`config.mk`:
```
export PLATFORM = sky130hd
export DESIGN_NAME = byte_fetch_bridge
export DESIGN_NICKNAME = d
export VERILOG_FILES = /design/src/rtl/byte_fetch_bridge.sv
export SDC_FILE = /design/constraint.sdc
export NUM_CORES = 1
export LEC_CHECK = 0
export BUFFER_PORTS_ARGS = -buffer_cell sky130_fd_sc_hd__buf_4
export CORE_MARGIN = 2
export CORE_UTILIZATION = 49
export CTS_CLUSTER_DIAMETER = 150
export DETAILED_ROUTE_END_ITERATION = 16
export GPL_TIMING_DRIVEN = 0
export PLACE_DENSITY = 0.76
export SLEW_MARGIN = 20
export SYNTH_ARGS = -nofsm -noshare
export SYNTH_HDL_FRONTEND = slang
export SYNTH_SLANG_ARGS = --single-unit
```
`constraint.sdc`:
```
create_clock -name i_clk -period 5.6 [get_ports i_clk]
set_input_delay 1.12 -clock i_clk [delete_from_list [all_inputs] [get_ports i_clk]]
set_output_delay 1.12 -clock i_clk [all_outputs]
set_load 0.01 [all_outputs]
```
`src/rtl/byte_fetch_bridge.sv`:
```
// Purpose : fetch bridge; gathers extra+1 bytes, one per cycle, from a byte-wide
//           synchronous memory into a little-endian window and completes with a one-cycle ack.
// Latency : accepted request -> ack in cycle N+2 (N = extra+1); bounds violation -> ack in cycle 1.
// Backpr. : no ready signal. i_req is sampled only in IDLE/DONE and ignored while o_busy is high.
//
// Ports:
//   i_clk, i_reset          clock, asynchronous active-high reset
//   i_req                   request strobe
//   i_addr, i_extra         byte address of lane 0, number of bytes beyond the first
//   i_lower_bound,
//   i_upper_bound           inclusive legal address window, sampled at acceptance
//   o_data, o_error, o_ack  result window, bounds-violation flag, completion pulse
//   o_busy                  high while the request is in READ/FILL
//   o_bmem_addr, o_bmem_rd  backing-memory read request (address forced to 0 when idle)
//   i_bmem_rdata            backing-memory read data, valid the cycle after o_bmem_rd
module byte_fetch_bridge #(
    parameter int AW    = 4,
    parameter int DW    = 8,
    parameter int EXTRA = 4
) (
    input  logic                     i_clk,
    input  logic                     i_reset,
    input  logic                     i_req,
    input  logic [AW:0]              i_addr,
    input  logic [EXTRA-1:0]         i_extra,
    input  logic [AW:0]              i_lower_bound,
    input  logic [AW:0]              i_upper_bound,
    output logic [(2**EXTRA)*DW-1:0] o_data,
    output logic                     o_error,
    output logic                     o_ack,
    output logic                     o_busy,
    output logic [AW:0]              o_bmem_addr,
    output logic                     o_bmem_rd,
    input  logic [DW-1:0]            i_bmem_rdata
);

    localparam int LANES = 2**EXTRA;

    typedef enum logic [1:0] {
        S_IDLE = 2'd0,
        S_READ = 2'd1,
        S_FILL = 2'd2,
        S_DONE = 2'd3
    } state_t;

    state_t                 r_state;
    logic [AW:0]            r_base;       // address of lane 0, latched at acceptance
    logic [EXTRA-1:0]       r_last;       // index of the last lane to read
    logic [EXTRA-1:0]       r_rd_lane;    // lane whose read is on the bus this cycle
    logic [EXTRA-1:0]       r_cap_lane;   // lane whose read data arrives this cycle
    logic                   r_cap_vld;    // i_bmem_rdata carries a requested byte this cycle
    logic [LANES*DW-1:0]    r_data;
    logic                   r_error;
    logic                   r_ack;
    logic                   r_busy;
    logic                   r_bmem_rd;
    logic [AW:0]            r_bmem_addr;

    logic                   w_accept;
    logic                   w_viol;
    logic [AW+1:0]          w_end;
    logic [EXTRA-1:0]       w_next_lane;
    logic [AW:0]            w_next_addr;

    // The end address is one bit wider than an address so that a window running
    // off the top of the address space is caught as a violation instead of wrapping.
    assign w_end       = (AW+2)'(i_addr) + (AW+2)'(i_extra);
    assign w_viol      = (i_addr < i_lower_bound) || (w_end > (AW+2)'(i_upper_bound));
    assign w_accept    = i_req && ((r_state == S_IDLE) || (r_state == S_DONE));

    // Only used while another lane remains, so the increment never overflows and
    // the address cannot pass the already-checked upper bound.
    assign w_next_lane = r_rd_lane + 1'b1;
    assign w_next_addr = r_base + (AW+1)'(w_next_lane);

    always_ff @(posedge i_clk or posedge i_reset) begin
        if (i_reset) begin
            r_state     <= S_IDLE;
            r_base      <= '0;
            r_last      <= '0;
            r_rd_lane   <= '0;
            r_cap_lane  <= '0;
            r_cap_vld   <= 1'b0;
            r_data      <= '0;
            r_error     <= 1'b0;
            r_ack       <= 1'b0;
            r_busy      <= 1'b0;
            r_bmem_rd   <= 1'b0;
            r_bmem_addr <= '0;
        end else begin
            // Read data trails the strobe by one cycle; track which lane it belongs to.
            r_cap_vld  <= r_bmem_rd;
            r_cap_lane <= r_rd_lane;
            if (r_cap_vld) begin
                r_data[r_cap_lane*DW +: DW] <= i_bmem_rdata;
            end

            case (r_state)
                S_IDLE, S_DONE: begin
                    r_ack <= 1'b0;
                    if (w_accept) begin
                        r_data    <= '0;
                        r_base    <= i_addr;
                        r_last    <= i_extra;
                        r_rd_lane <= '0;
                        if (w_viol) begin
                            // Rejected request: complete at once, memory untouched.
                            r_state <= S_DONE;
                            r_error <= 1'b1;
                            r_ack   <= 1'b1;
                            r_busy  <= 1'b0;
                        end else begin
                            r_state     <= S_READ;
                            r_error     <= 1'b0;
                            r_busy      <= 1'b1;
                            r_bmem_rd   <= 1'b1;
                            r_bmem_addr <= i_addr;
                        end
                    end else begin
                        r_state <= S_IDLE;
                    end
                end

                S_READ: begin
                    if (r_rd_lane == r_last) begin
                        // Last read is on the bus; its data lands during FILL.
                        r_state     <= S_FILL;
                        r_bmem_rd   <= 1'b0;
                        r_bmem_addr <= '0;
                    end else begin
                        r_rd_lane   <= w_next_lane;
                        r_bmem_addr <= w_next_addr;
                    end
                end

                S_FILL: begin
                    r_state <= S_DONE;
                    r_ack   <= 1'b1;
                    r_busy  <= 1'b0;
                end

                default: begin
                    r_state <= S_IDLE;
                end
            endcase
        end
    end

    assign o_data      = r_data;
    assign o_error     = r_error;
    assign o_ack       = r_ack;
    assign o_busy      = r_busy;
    assign o_bmem_rd   = r_bmem_rd;
    assign o_bmem_addr = r_bmem_addr;

endmodule
```
==> run summary <==
Fin nets = 1,062
DP Area = 0.00886 mm2
Fillers = 1,234
CP endpoint kind = flop
GPL Wtd Cong = 0.832
Avg Cell Area, Syn = 8.98 um2
DRC violations left = 0
Main synth FF type = dfrtp_1
Max cap viols = 0
Worst-Skew Late Latency = 0.44 ns
Worst slew pin tran = 0.791 ns
CTS resizes = 0
Max-slew violations = 0
Post-synthesis sequential area ratio = 53.1%
Area of the die = 0.0161 mm2
Die height = 127 um
FP Rows = 44
Pre-antenna DRT Iters = 5
Num ports = 167
Wire length per cell = 16.9 um
Post-synth EDFFs = 0
VDD IR max = 0.258 mV
Number of DRC markers in iteration 0 = 537
Final setup TNS = 0 ns
Count of warnings emitted by yosys = 0
Yosys reg bits = 157
Final Cell Area = 0.00944 mm2
Core area = 0.0146 mm2
Initial antenna violation count = 0
Final hold slack = 0.372 ns
CP max FO = 5
ANT cells = 0
Setup bufs post-CTS = 0
H-tree levels = 4
Fin Clk Skew = 0.0132 ns
Post-Synthesis Cells = 825
Minimum clock period = 3.41 ns
Antenna-violating nets left = 0
PwrDens = 379 mW/mm2
Share of layout cells above drive strength 1 = 23.4%
CTS root buf = clkbuf_16
Die X-Extent = 127 um
Via count = 6,673
FFs w/ async S/R, synth = 100%
First-pass GRT wire length = 32,300 um
Final hold vios = 0
Detailed Place HPWL = 14,400 um
Vias in the first global route = 6,315
Distinct cells, synth = 49
Total congestion overflow = 0
Routed vias/inst = 5.56
Syn Nets = 884
HP Class = flop to flop
Worst EP arrival = 3.72 ns
Crit start category = primary input
Period utilization = 60.9%
Worst EP required = 5.91 ns
Leakage = 4.58 nW
CTS tree = done
CTS Buffer Depth = 2
Initial Util = 50.6%
CTS Hold Bufs = 0
Worst rel slew slack = 46.9%
Clk sinks = 157
CTS buffer count = 17
Largest net degree at the start of global routing = 90
Status = finished clean
Total track usage = 25.7%
F_max = 293 MHz
Final wirelength = 20,200 um
RSZ-0062 raised after global routing = no
Final setup fails = 0
Synth Cell Area = 0.00740 mm2
Clock slew at reported path FFs = 0.06 ns
Buffers on Ports = 158
Crit path kind = primary input to flop
Area grow syn2layout = 27.5%
-- cell families after synthesis --
| group | count (synthesis) | synth area share (%) |
|---|---|---|
| flops | 157 | 53.1 |
| xor+xnor | 13 | 1.64 |
| fa+ha+maj | 29 | 5.10 |
| simple gates | 368 | 21.9 |
| buf+inv | 75 | 4.26 |
| mux | 8 | 1.18 |
| compound gates | 175 | 12.9 |
-- routing by layer --
metal | vias to the layer above | GRT usage [%] | part of all wire, %
li1 | 3128 | - | -
met1 | 3239 | 36.2 | 45
met2 | 270 | 40.8 | 47
met3 | 36 | 4.51 | 6.2
met4 | 0 | 8.27 | 1.8
met5 | - | 0 | 0
-- layout make-up --
cell class	count	area, um2	share of cell area (%)
Sequential cell	157	3930	41.6
Multi-Input combinational cell	593	3160	33.5
Timing Repair Buffer	159	1210	12.9
Clock buffer	19	453	4.80
Tap cell	184	230	2.44
Buffer	50	221	2.35
Clock inverter	13	129	1.37
Inverter	25	101	1.07
-- through the flow --
| stage | std cells | power [mW] | utilization [%] | setup WS, ns |
|---|---|---|---|---|
| final | 1200 | 3.57 | 64.4 | 2.19 |
| after global placement | 1167 | 2.42 | 60.2 | -1.47 |
| after floorplan | 825 | 2.10 | - | 0.245 |
| after CTS | 1200 | 3.57 | 64.4 | 2.17 |
| after global routing | 1200 | 3.78 | 64.4 | 2.02 |
| after detailed placement | 1168 | 2.44 | 60.5 | 1.75 |
-- placed cells by master, fill, tap and decap left out, types with 3 or more instances in the layout --
| cell type | count |
|---|---|
| ha_1 | 27 |
| a21oi_2 | 3 |
| xnor2_1 | 4 |
| nand2_2 | 4 |
| inv_6 | 4 |
| inv_8 | 3 |
| o22ai_1 | 3 |
| mux2_2 | 6 |
| buf_4 | 160 |
| dfrtp_1 | 157 |
| nand2_1 | 116 |
| and2_1 | 5 |
| buf_2 | 21 |
| nor3_2 | 3 |
| clkbuf_16 | 17 |
| nand3_1 | 73 |
| a21o_1 | 6 |
| o21ai_0 | 9 |
| nor3_1 | 7 |
| nand2b_1 | 5 |
| nor2_1 | 140 |
| clkbuf_1 | 27 |
| clkinvlp_4 | 3 |
| inv_1 | 24 |
| a21oi_1 | 137 |
| xor2_1 | 8 |
-- cell usage after synthesis, types with 3 or more instances --
cell type / count / area, um2
inv_1: 25 / 93.8
nor2_1: 140 / 526
o22ai_1: 3 / 18.8
a21oi_2: 3 / 26.3
nand2b_1: 5 / 31.3
clkbuf_1: 27 / 101
nor3_1: 7 / 35.0
ha_1: 27 / 338
and2_1: 5 / 31.3
xor2_1: 8 / 70.1
nand3_1: 73 / 365
nand2_2: 4 / 25.0
mux2_2: 6 / 67.6
o21ai_0: 9 / 45.0
nand2_1: 116 / 435
buf_2: 21 / 105
xnor2_1: 4 / 35.0
a21oi_1: 137 / 686
a21o_1: 6 / 45.0
dfrtp_1: 157 / 3930
nor3_2: 3 / 30.0
-- final timing paths --
path	start	slack (ns)	end	cells after the start
setup / recovery	i_addr[0]	2.19	o_bmem_addr[0]	12
hold / removal	r_rd_lane[2]	0.37	r_cap_lane[2]	0
setup reg to reg	r_cap_lane[0]	2.99	o_data[6]	7
hold reg to reg	r_rd_lane[2]	0.37	r_cap_lane[2]	0
max in group asynchronous	i_reset	4.04	o_data[120]	3
min in group asynchronous	i_reset	0.79	o_busy	2
-- worst max-delay path, cell delays in order --
cell and delay [ns]:
buf_4 0.13, ha_1 0.20, fa_1 0.41, a21o_1 0.17
a21oi_1 0.17, xnor2_1 0.14, ha_1 0.26, a21oi_1 0.14
o31a_1 0.23, nor4_4 0.08, a21oi_2 0.30, mux2_2 0.38
-- power by group --
part / switching, mW / total, mW / internal, mW
clock: 0.493 / 1.14 / 0.645
sequential: 0.0780 / 1.31 / 1.24
combinational: 0.741 / 1.12 / 0.380
total: 1.31 / 3.57 / 2.26
-- state kept, by name, indices dropped and copies added, names as in the netlist, 2 cells and up --
register,cells
o_data,128
o_bmem_addr,5
r_base,5
r_cap_lane,4
r_last,4
r_rd_lane,4
r_state,2
(Power assumes the default switching activity.)
